## src/rtl/im_boot_ctrl.sv

```systemverilog
// Boot-load controller and instruction fetch gate.
// Holds the CPU in reset while a length-prefixed little-endian word stream is
// written into instruction memory, then releases the CPU and masks every fetch
// that falls outside the loaded image with a NOP.
module im_boot_ctrl #(
  parameter int unsigned ADDR_BITS = 5,
  parameter logic [31:0] NOP_INSTR = 32'h00000013
) (
  input  logic                 clk,
  input  logic                 reset,
  input  logic                 rx_valid,
  input  logic [7:0]           rx_data,
  output logic                 rx_ready,
  input  logic                 reload,
  input  logic [15:0]          pc,
  input  logic [31:0]          im_rdata,
  output logic [ADDR_BITS-1:0] im_raddr,
  output logic                 im_we,
  output logic [ADDR_BITS-1:0] im_waddr,
  output logic [31:0]          im_wdata,
  output logic [31:0]          instr,
  output logic                 fetch_fault,
  output logic                 cpu_rst,
  output logic [ADDR_BITS:0]   loaded_words
);

  // Full memory depth, one bit wider than a word address.
  localparam logic [ADDR_BITS:0] DepthW = {1'b1, {ADDR_BITS{1'b0}}};
  localparam logic [ADDR_BITS:0] IdxOne = {{ADDR_BITS{1'b0}}, 1'b1};

  typedef enum logic [1:0] {
    StHdr,
    StLoad,
    StFlush,
    StRun
  } state_e;

  state_e               state_q, state_d;
  logic                 cpu_rst_q, cpu_rst_d;
  logic                 im_we_q, im_we_d;
  logic [ADDR_BITS-1:0] im_waddr_q, im_waddr_d;
  logic [31:0]          im_wdata_q, im_wdata_d;
  logic [ADDR_BITS:0]   loaded_words_q, loaded_words_d;
  logic [ADDR_BITS:0]   word_idx_q, word_idx_d;
  logic [1:0]           byte_cnt_q, byte_cnt_d;
  logic [23:0]          asm_q, asm_d;

  logic                 accept;
  logic [31:0]          hdr_wide;
  logic [ADDR_BITS:0]   hdr_n;
  logic [ADDR_BITS:0]   word_idx_inc;

  // Handshake and header clamp; reset blocks any byte from being taken.
  always_comb begin
    rx_ready     = !reset && ((state_q == StHdr) || (state_q == StLoad));
    accept       = rx_valid && rx_ready;
    hdr_wide     = 32'(rx_data);
    hdr_n        = (hdr_wide > 32'(DepthW)) ? DepthW : hdr_wide[ADDR_BITS:0];
    word_idx_inc = word_idx_q + IdxOne;
  end

  // Next-state and load datapath; write strobe defaults low so it pulses.
  always_comb begin
    state_d        = state_q;
    cpu_rst_d      = cpu_rst_q;
    im_we_d        = 1'b0;
    im_waddr_d     = im_waddr_q;
    im_wdata_d     = im_wdata_q;
    loaded_words_d = loaded_words_q;
    word_idx_d     = word_idx_q;
    byte_cnt_d     = byte_cnt_q;
    asm_d          = asm_q;

    unique case (state_q)
      StHdr: begin
        if (accept) begin
          loaded_words_d = hdr_n;
          word_idx_d     = '0;
          byte_cnt_d     = '0;
          if (hdr_n == '0) begin
            state_d   = StRun;
            cpu_rst_d = 1'b0;
          end else begin
            state_d = StLoad;
          end
        end
      end

      StLoad: begin
        if (accept) begin
          if (byte_cnt_q == 2'd3) begin
            im_we_d    = 1'b1;
            im_waddr_d = word_idx_q[ADDR_BITS-1:0];
            im_wdata_d = {rx_data, asm_q};
            word_idx_d = word_idx_inc;
            byte_cnt_d = '0;
            if (word_idx_inc == loaded_words_q) begin
              state_d = StFlush;
            end
          end else begin
            unique case (byte_cnt_q)
              2'd0:    asm_d[7:0]   = rx_data;
              2'd1:    asm_d[15:8]  = rx_data;
              default: asm_d[23:16] = rx_data;
            endcase
            byte_cnt_d = byte_cnt_q + 2'd1;
          end
        end
      end

      // One cycle that carries the final write before the CPU is released.
      StFlush: begin
        state_d   = StRun;
        cpu_rst_d = 1'b0;
      end

      StRun: begin
        if (reload) begin
          state_d        = StHdr;
          cpu_rst_d      = 1'b1;
          loaded_words_d = '0;
          word_idx_d     = '0;
          byte_cnt_d     = '0;
        end
      end

      default: begin
        state_d   = StHdr;
        cpu_rst_d = 1'b1;
      end
    endcase
  end

  // State register with synchronous active-high reset.
  always_ff @(posedge clk) begin
    if (reset) begin
      state_q        <= StHdr;
      cpu_rst_q      <= 1'b1;
      im_we_q        <= 1'b0;
      im_waddr_q     <= '0;
      im_wdata_q     <= '0;
      loaded_words_q <= '0;
      word_idx_q     <= '0;
      byte_cnt_q     <= '0;
      asm_q          <= '0;
    end else begin
      state_q        <= state_d;
      cpu_rst_q      <= cpu_rst_d;
      im_we_q        <= im_we_d;
      im_waddr_q     <= im_waddr_d;
      im_wdata_q     <= im_wdata_d;
      loaded_words_q <= loaded_words_d;
      word_idx_q     <= word_idx_d;
      byte_cnt_q     <= byte_cnt_d;
      asm_q          <= asm_d;
    end
  end

  // Zero-latency fetch gate.
  always_comb begin
    im_raddr    = pc[ADDR_BITS+1:2];
    fetch_fault = (state_q != StRun) ||
                  (pc[1:0] != 2'b00) ||
                  (pc[15:ADDR_BITS+2] != '0) ||
                  ({1'b0, pc[ADDR_BITS+1:2]} >= loaded_words_q);
    instr       = fetch_fault ? NOP_INSTR : im_rdata;
  end

  assign im_we        = im_we_q;
  assign im_waddr     = im_waddr_q;
  assign im_wdata     = im_wdata_q;
  assign cpu_rst      = cpu_rst_q;
  assign loaded_words = loaded_words_q;

endmodule

```

## config.mk

```make
export PLATFORM = sky130hd
export DESIGN_NAME = im_boot_ctrl
export DESIGN_NICKNAME = d
export VERILOG_FILES = /design/src/rtl/im_boot_ctrl.sv
export SDC_FILE = /design/constraint.sdc
export NUM_CORES = 1
export LEC_CHECK = 0
export ABC_AREA = 1
export BUFFER_PORTS_ARGS = -buffer_cell sky130_fd_sc_hd__buf_4
export CAP_MARGIN = 0
export CORE_MARGIN = 4
export CORE_UTILIZATION = 30
export DETAILED_ROUTE_END_ITERATION = 12
export GPL_ROUTABILITY_DRIVEN = 0
export PLACE_DENSITY = 0.5
export SLEW_MARGIN = 20
export SYNTH_ARGS = -nofsm -noshare
export SYNTH_HDL_FRONTEND = slang
export SYNTH_SLANG_ARGS = --single-unit
```

## constraint.sdc

```tcl
create_clock -name clk -period 2.8 [get_ports clk]
set_clock_uncertainty 0.15 [all_clocks]
set_input_delay 0.56 -clock clk [delete_from_list [all_inputs] [get_ports clk]]
set_output_delay 0.56 -clock clk [all_outputs]
set_load 0.005 [all_outputs]
```

Yosys cells after proc, flatten, opt, wreduce, memory -nomap -nowiden
Cells that the tools add are included.

operators by class
  multiplexer cells = 25
  bitwise logic cells = 4
  div/mod/pow operators = 0
  $mul = 0
  magnitude comparators = 2
  add/subtract/negate cells = 2
  shifts and indexed selects = 0
  reductions and logical operators = 26
  eq/ne operators = 13

operator list
  kind                 count
  $mux 6               6
  $mux 32              1
  $reduce_and 4->1     5
  $mux 2               9
  $pmux 6 s3           1
  $pmux 6 s2           1
  $reduce_and 5->1     2
  $reduce_bool 9->1    1
  $gt 8x6->1 const B   1
  $ne 2x2->1 const B   4
  $pmux 2 s4           1
  $add 6x1->6 const B  1
  $eq 2x2->1 const B   3
  $eq 6x6->1           1
  $ge 5x6->1           1
  $logic_not 6->1      1
  $ne 2x1->1 const B   3
  $pmux 2 s3           1
  $reduce_and 3->1     2
  $reduce_bool 3->1    2
  $eq 2x1->1 const B   2
  $logic_not 2->1      2
  $logic_or 1x1->1     4
  $mux 1               4
  other kinds (8)      13

storage, ports and cells
  bits in read-only memories = 0
  memory bits (writable) = 0
  logic and storage cells = 83
  memories = 0
  input bits = 60
  latch bits = 0
  output and inout bits = 84
  flip-flop bits (word level) = 79

Logic depth before layout (Yosys ltp)
Gate-level depths: netlist of the first run.

  depth in word-level cells = 6
  gate-level depth with buffers = 15
  gate-level depth less buffers = 14

Least setup slack after synthesis of the first run
OpenSTA, ideal clock, no wires.

  path kind = input port to output port
  start = input pc[5]
  end = output instr[10]
  arrival time = 1.647 ns
  path slack = 0.443 ns
  path buffers = 1
  required time = 2.090 ns
  cell stages on the path = 7
  cell sequence = ha_1 -> a21oi_1 -> o21ai_0 -> a31oi_1 -> nand3b_1 -> clkbuf_1 -> nor2_1

on the way
  cells in the longest elaborated chain, start to end = 3

RTL lines
  element             RTL line  text
  start: declaration  15        input logic [15:0] pc,
  $ge 5x6->1          165       ({1'b0, pc[ADDR_BITS+1:2]} >= loaded_words_q);
  $logic_or 1x1->1    164       (pc[15:ADDR_BITS+2] != '0) ||
  $mux 32             166       instr = fetch_fault ? NOP_INSTR : im_rdata;
  end: declaration    21        output logic [31:0] instr,

Every way passes these cells.

Final worst setup path of the first run
  start = register loaded_words_q[1] (netlist: loaded_words[1])
  end = output instr[1]

on the way
  cells in the longest elaborated chain, start to end = 3

RTL lines
  element                   RTL line  text
  start: declaration        43        logic [ADDR_BITS:0] loaded_words_q, loaded_words_d;
  start signal: assignment  152       loaded_words_q <= loaded_words_d;
  $ge 5x6->1                165
  $logic_or 1x1->1          164
  $mux 32                   166

Every way passes these cells.

==> results.sh, run 1 <==
export IMPL_met2_usage_pct=24.3
export IMPL_timing_rr_end="im_waddr[2]"
export IMPL_r2r_cells=12
export IMPL_cts_tree="built"
export IMPL_finalPower_w=0.00317
export IMPL_fmax_mhz=370
export IMPL_cp_startpoint="loaded_words[1]"
export IMPL_hp_class="in -> reg"
export IMPL_viasPerCell=4.61
export IMPL_worstPathArrival_ns=2.00
export IMPL_worstHoldStart="reset"
export IMPL_synth_top_area_cell="dfxtp_1"
export IMPL_clk_latency_ns=0.33
export IMPL_wl_per_cell_um=13.8
export IMPL_die_width_um=119
export IMPL_ys_seq_elements=79
export IMPL_cts_buffers=9
export IMPL_ir_drop_v=0.000438
export IMPL_power_density_nw_per_um2=598
export IMPL_core_um2=12000
export IMPL_multi_input_area_um2=1740
export IMPL_routed_wl_um=11100
export IMPL_grt_pass1_wl_um=17400
export IMPL_post_dp_hpwl_um=8120
export IMPL_synth_most_common_cell="nor2_1"
export IMPL_hold_violations=0
export IMPL_finalCritPeriodShare_pct=96.6
export IMPL_hold_ws_ns=0.325
export IMPL_yosys_top_cells_count="nor2_1, dfxtp_1, inv_1, o21ai_0, nand2_1"
export IMPL_cts_root_buf="clkbuf_16"
export IMPL_grt_use_met1_pct=20.4
export IMPL_ant_nets=0
export IMPL_n_antenna_cell=0
export IMPL_antenna_found_initial=0
export IMPL_synth_edf_count=0
export IMPL_synth_area_top_cells="dfxtp_1, nor2_1, o21ai_0"
export IMPL_rrSetupSlack_ns=0.63
export IMPL_synth_flop_cell="dfxtp_1"
export IMPL_finalSetupViolCount=0
export IMPL_ys_async_sr_fraction_pct=0
export IMPL_via_count=3711
export IMPL_grt_max_degree=69
export IMPL_synth_cells=516
export IMPL_postSynthAreaPerCell_um2=7.14
export IMPL_first_pass_iters=5
export IMPL_p_leak_nw=2.53
export IMPL_ctsLongestPathBuffers=2
export IMPL_syn_area_um2=3680
export IMPL_cts_sinks=79
export IMPL_synth_cell_types=33
export IMPL_grt_pass1_vias=3493
export IMPL_outcome="finished, final reports clean"
export IMPL_grt_overflow_total=0
export IMPL_start_util_pct=30.7
export IMPL_utilization_pct=44.1
export IMPL_finalCriticalPeriod_ns=2.71
export IMPL_maxSlewHeadroom_pct=62.7
export IMPL_tightest_slew_ns=0.560
export IMPL_fin_area_um2=5290
export IMPL_grt_util_met3_pct=2.99
export IMPL_critPathMaxFanout=5
export IMPL_min_to="loaded_words[4]"
export IMPL_gr_usage_all_layers_pct=15.2
export IMPL_ios=144
export IMPL_seq_area_frac_synth_pct=42.9
export IMPL_place_area_um2=4850
export IMPL_route_detailed_drc=0
export IMPL_drtIter0Drc=234
export IMPL_r2r_start="state_q[1]"
export IMPL_drv_cap=0
export IMPL_h_tree_depth=3
export IMPL_io_buffers=143
export IMPL_synth_top_area_share_pct=42.9
export IMPL_cp_end_kind="output port"
export IMPL_row_count=40
export IMPL_critPathKind="reg -> out"
export IMPL_nets=728
export IMPL_register_area_um2=1600
export IMPL_area_growth_pct=43.6
export IMPL_die_area_um2=14100
export IMPL_final_layout_size_suffix_gt1_share_pct=31.9
export IMPL_grt_busiest_layer="met2"
export IMPL_min_delay_path_depth=2
export IMPL_yosysWarnings=0
export IMPL_die_height_um=119
export IMPL_synth_fp_nets=591
export IMPL_clk_pin_slew_worst_paths_ns=0.06
export IMPL_fillers=1262
export IMPL_startpoint_type="flip-flop"
export IMPL_crit_required_ns=2.09
export IMPL_maxSlewViolCount=0
-- placed cells by master (no fill, tap or decap), types with 2 or more instances in the layout --
cell type / synthesis / layout
o21ai_1: 5 / 6
a211oi_1: 2 / 2
clkbuf_8: 0 / 2
dfxtp_2: 0 / 3
nand2_2: 3 / 3
nor4_1: 3 / 2
o22ai_1: 2 / 2
inv_4: 2 / 2
a21oi_1: 28 / 27
ha_1: 15 / 14
inv_2: 4 / 5
dfxtp_4: 0 / 3
o21ai_0: 65 / 64
or2_2: 3 / 3
nand3_2: 2 / 2
inv_1: 65 / 64
o21bai_1: 2 / 2
clkbuf_16: 0 / 10
buf_4: 9 / 149
nand3_1: 26 / 26
nor2_2: 1 / 15
nor2_1: 132 / 118
buf_12: 0 / 2
nand4_1: 3 / 3
o32ai_1: 2 / 2
nand2_1: 37 / 37
dfxtp_1: 79 / 73
-- registers in the layout, indices dropped and copies added, names as in the netlist --
register,flops
im_wdata,32
asm_q,24
loaded_words,6
word_idx_q,6
im_waddr,5
byte_cnt_q,2
state_q,2
cpu_rst,1
im_we,1
-- power breakdown --
group | internal, W | switching [W] | total, W
sequential | 0.00119 | 0.0000550 | 0.00125
combinational | 0.000287 | 0.000434 | 0.000721
clock | 0.000742 | 0.000454 | 0.00120
-- worst max path at each step --
| stage | endpoint | cells after the start | slack, ns |
|---|---|---|---|
| final | instr[1] | 9 | 0.09 |
| after global routing | instr[1] | 9 | -0.0007 |
| after CTS | instr[29] | 9 | 0.02 |
| after detailed placement | instr[29] | 9 | 0.07 |
| after global placement | instr[6] | 9 | 0.15 |
| after floorplan | instr[10] | 7 | 0.44 |
-- metrics by stage --
step / cells / setup TNS, ns / setup slack, ns
final: 805 / 0 / 0.0942
after global routing: 805 / -0.000729 / -0.000729
after CTS: 801 / 0 / 0.0195
after detailed placement: 785 / 0 / 0.0709
after global placement: 785 / 0 / 0.154
after floorplan: 516 / 0 / 0.443
-- cell type report --
cell class / count / area share (%)
multi-input cells: 339 / 32.8
clock inverters: 4 / 0.993
repair buffers: 153 / 22.6
inverters: 71 / 5.13
well taps: 147 / 3.48
flip-flops and latches: 79 / 30.2
clock buffers: 12 / 4.85
-- critical path, stage by stage (launching register included) --
cell      delay [ns]
dfxtp_2         0.35
inv_1           0.08
ha_1            0.29
inv_1           0.06
o21bai_1        0.07
a31oi_1         0.14
nand3b_1        0.12
buf_6           0.15
or2_2           0.27
buf_4           0.14
-- what timing repair did --
action	CTS	global route
gates resized for setup	2	30
pin swaps	0	5
cloned	0	1
setup endpoints to repair	31	32
hold buffers	0	0
setup buffers	0	3
-- cell families after synthesis --
kind of cell | count (synthesis) | share of synthesized area, %
AO/OA/AOI/OAI | 109 | 15.8
XOR/XNOR | 1 | 0.238
buffers and inverters | 98 | 11.5
flip-flops | 79 | 42.9
adder cells (fa/ha/maj) | 15 | 5.10
AND/OR/NAND/NOR | 214 | 24.5
-- metal layers --
metal	vias up	share of wire, %
met1	1692	47
met5	-	0
li1	1920	-
met2	78	47
met4	0	2.1
met3	21	4.1
No activity file was read; power rests on OpenSTA's default activity.
==> run 2, diff against run 1 <==
--- a/config.mk
+++ b/config.mk
@@ -12,6 +12,7 @@
 export CORE_UTILIZATION = 30
 export DETAILED_ROUTE_END_ITERATION = 12
 export GPL_ROUTABILITY_DRIVEN = 0
+export MAX_ROUTING_LAYER = met4
 export PLACE_DENSITY = 0.5
 export SLEW_MARGIN = 20
 export SYNTH_ARGS = -nofsm -noshare
==> run 2 against run 1 <==
Final cell count is the same; sequential power is essentially flat; power is essentially flat; flip-flop and latch count is the same; via count grew 0.59%; die area is the same; combinational power is essentially flat; register-to-register slack is essentially flat; maximum frequency is essentially flat; first-iteration DRC count shrank 6.0%; worst setup slack gained 0.0010 ns; largest cell class unchanged.
==> results.sh, run 2 (synthesis results as in run 1) <==
export IMPL_finalSetupViolCount=0
export IMPL_fillers=1262
export IMPL_p_comb_share_pct=22.8
export IMPL_grt_overflow_total=0
export IMPL_io_buffers=143
export IMPL_mostFrequentLayoutCells="buf_4, nor2_1, dfxtp_1"
export IMPL_die_width_um=119
export IMPL_p_leak_nw=2.53
export IMPL_cts_root_buf="clkbuf_16"
export IMPL_hold_violations=0
export IMPL_seq_power_share_pct=39.4
export IMPL_slowest_delay_ns=0.35
export IMPL_finalCriticalPeriod_ns=2.70
export IMPL_h_tree_depth=3
export IMPL_layout_commonest_cell="buf_4"
export IMPL_largest_reg_flops=32
export IMPL_cp_common_cell="inv_1"
export IMPL_core_um2=12000
export IMPL_area_growth_pct=43.6
export IMPL_tightest_slew_ns=0.550
export IMPL_wl_per_cell_um=13.8
export IMPL_viasPerCell=4.64
export IMPL_clk_latency_ns=0.33
export IMPL_hp_class="in -> reg"
export IMPL_cts_tree="built"
export IMPL_finalCritPeriodShare_pct=96.6
export IMPL_ios=144
export IMPL_clockPowerShare_pct=37.8
export IMPL_drv_cap=0
export IMPL_utilization_pct=44.1
export IMPL_routed_wl_um=11100
export IMPL_maxSlewHeadroom_pct=63.3
export IMPL_fin_cells=805
export IMPL_ctsLongestPathBuffers=2
export IMPL_drtIter0Drc=220
export IMPL_post_dp_hpwl_um=8120
export IMPL_row_count=40
export IMPL_cts_sinks=79
export IMPL_cp_end_kind="output port"
export IMPL_place_inst=785
export IMPL_via_count=3733
export IMPL_crit_chain="inv_1 > ha_1 > inv_1 > o21bai_1 > a31oi_1 > nand3b_1 > buf_6 > or2_2 > buf_4"
export IMPL_crit_required_ns=2.09
export IMPL_power_density_nw_per_um2=598
export IMPL_ir_drop_v=0.000437
export IMPL_nets=728
export IMPL_die_area_um2=14100
export IMPL_p_sw_w=0.000944
export IMPL_startpoint_type="flip-flop"
export IMPL_clk_pin_slew_worst_paths_ns=0.06
export IMPL_critPathKind="reg -> out"
export IMPL_critical_path_slowest_cell="dfxtp_2"
export IMPL_cts_hold_buf=0
export IMPL_start_util_pct=30.7
export IMPL_grt_pass1_wl_um=17400
export IMPL_p_int_w=0.00222
export IMPL_die_height_um=119
export IMPL_swShare_pct=29.8
export IMPL_grt_max_degree=69
export IMPL_gr_usage_all_layers_pct=15.6
export IMPL_cts_buffers=9
export IMPL_outcome="finished, final reports clean"
export IMPL_maxSlewViolCount=0
export IMPL_antenna_found_initial=0
export IMPL_fmax_mhz=370
export IMPL_grt_pass1_vias=3489
export IMPL_n_antenna_cell=0
export IMPL_ant_nets=0
export IMPL_route_detailed_drc=0
export IMPL_critPathMaxFanout=5
export IMPL_worstPathArrival_ns=1.99
export IMPL_final_layout_size_suffix_gt1_share_pct=31.9
export IMPL_first_pass_iters=5
==> run 2: cell counts in the layout (fill, tap and decap cells not counted) <==
No cell type changed its count.
==> run 2: repair_timing <==
action / 4_1_cts / 5_1_grt
gates resized for setup: 2 / 30
setup buffers: 0 / 3
cloned: 0 / 1
pin swaps: 0 / 5
setup endpoints to repair: 31 / 32
==> run 2: final timing paths <==
check                                      from              end  slack, ns  cells after the start
worst max-delay path            loaded_words[1]         instr[1]        0.1                      9
worst min-delay path                      reset  loaded_words[4]       0.33                      2
worst max register to register       state_q[1]      im_waddr[2]       0.63                     12
worst min register to register        asm_q[22]        asm_q[22]       0.33                      2
==> run 2: worst max-delay path, delay by kind of cell (launching register included) <==
family | cells | cell delay (ns)
buf+inv | 4 | 0.43
simple gates | 2 | 0.39
flops | 1 | 0.35
fa+ha+maj | 1 | 0.29
compound gates | 2 | 0.21
==> run 2: metrics by stage <==
stage | power (W) | setup WS [ns] | setup TNS (ns) | cell area (um^2) | hold slack [ns]
floorplan | 0.00174 | 0.443 | 0 | 3680 | 0.300
global placement | 0.00197 | 0.154 | 0 | 4850 | 0.311
detailed placement | 0.00197 | 0.0709 | 0 | 4850 | 0.320
CTS | 0.00319 | 0.0195 | 0 | 5160 | 0.321
global route | 0.00336 | -0.000749 | -0.000749 | 5290 | 0.335
finish | 0.00317 | 0.0952 | 0 | 5290 | 0.328
==> run 2: layout make-up <==
cell class,instances,area [um^2],share of cell area (%)
Tap cell,147,184,3.48
Timing Repair Buffer,153,1190,22.6
Clock inverter,4,52.6,0.993
Multi-Input combinational cell,339,1740,32.8
Clock buffer,12,256,4.85
Inverter,71,272,5.13
Sequential cell,79,1600,30.2
==> run 2: routing by layer <==
layer,part of all wire [%],up-vias,GRT usage [%],routed length [um]
li1,-,1919,-,-
met1,47,1703,20.6,5260
met2,47,88,24.2,5190
met3,3.7,23,2.90,408
met4,2.2,0,5.36,241
met5,0,-,-,0
==> run 2: power groups by stage <==
| stage | Clock (W) | Combinational [W] | Sequential [W] |
|---|---|---|---|
| after floorplan | 0 | 0.000477 | 0.00126 |
| after global placement | 0 | 0.000702 | 0.00127 |
| after detailed placement | 0 | 0.000703 | 0.00127 |
| after CTS | 0.00123 | 0.000709 | 0.00125 |
| after global routing | 0.00128 | 0.000818 | 0.00126 |
| final | 0.00120 | 0.000720 | 0.00125 |
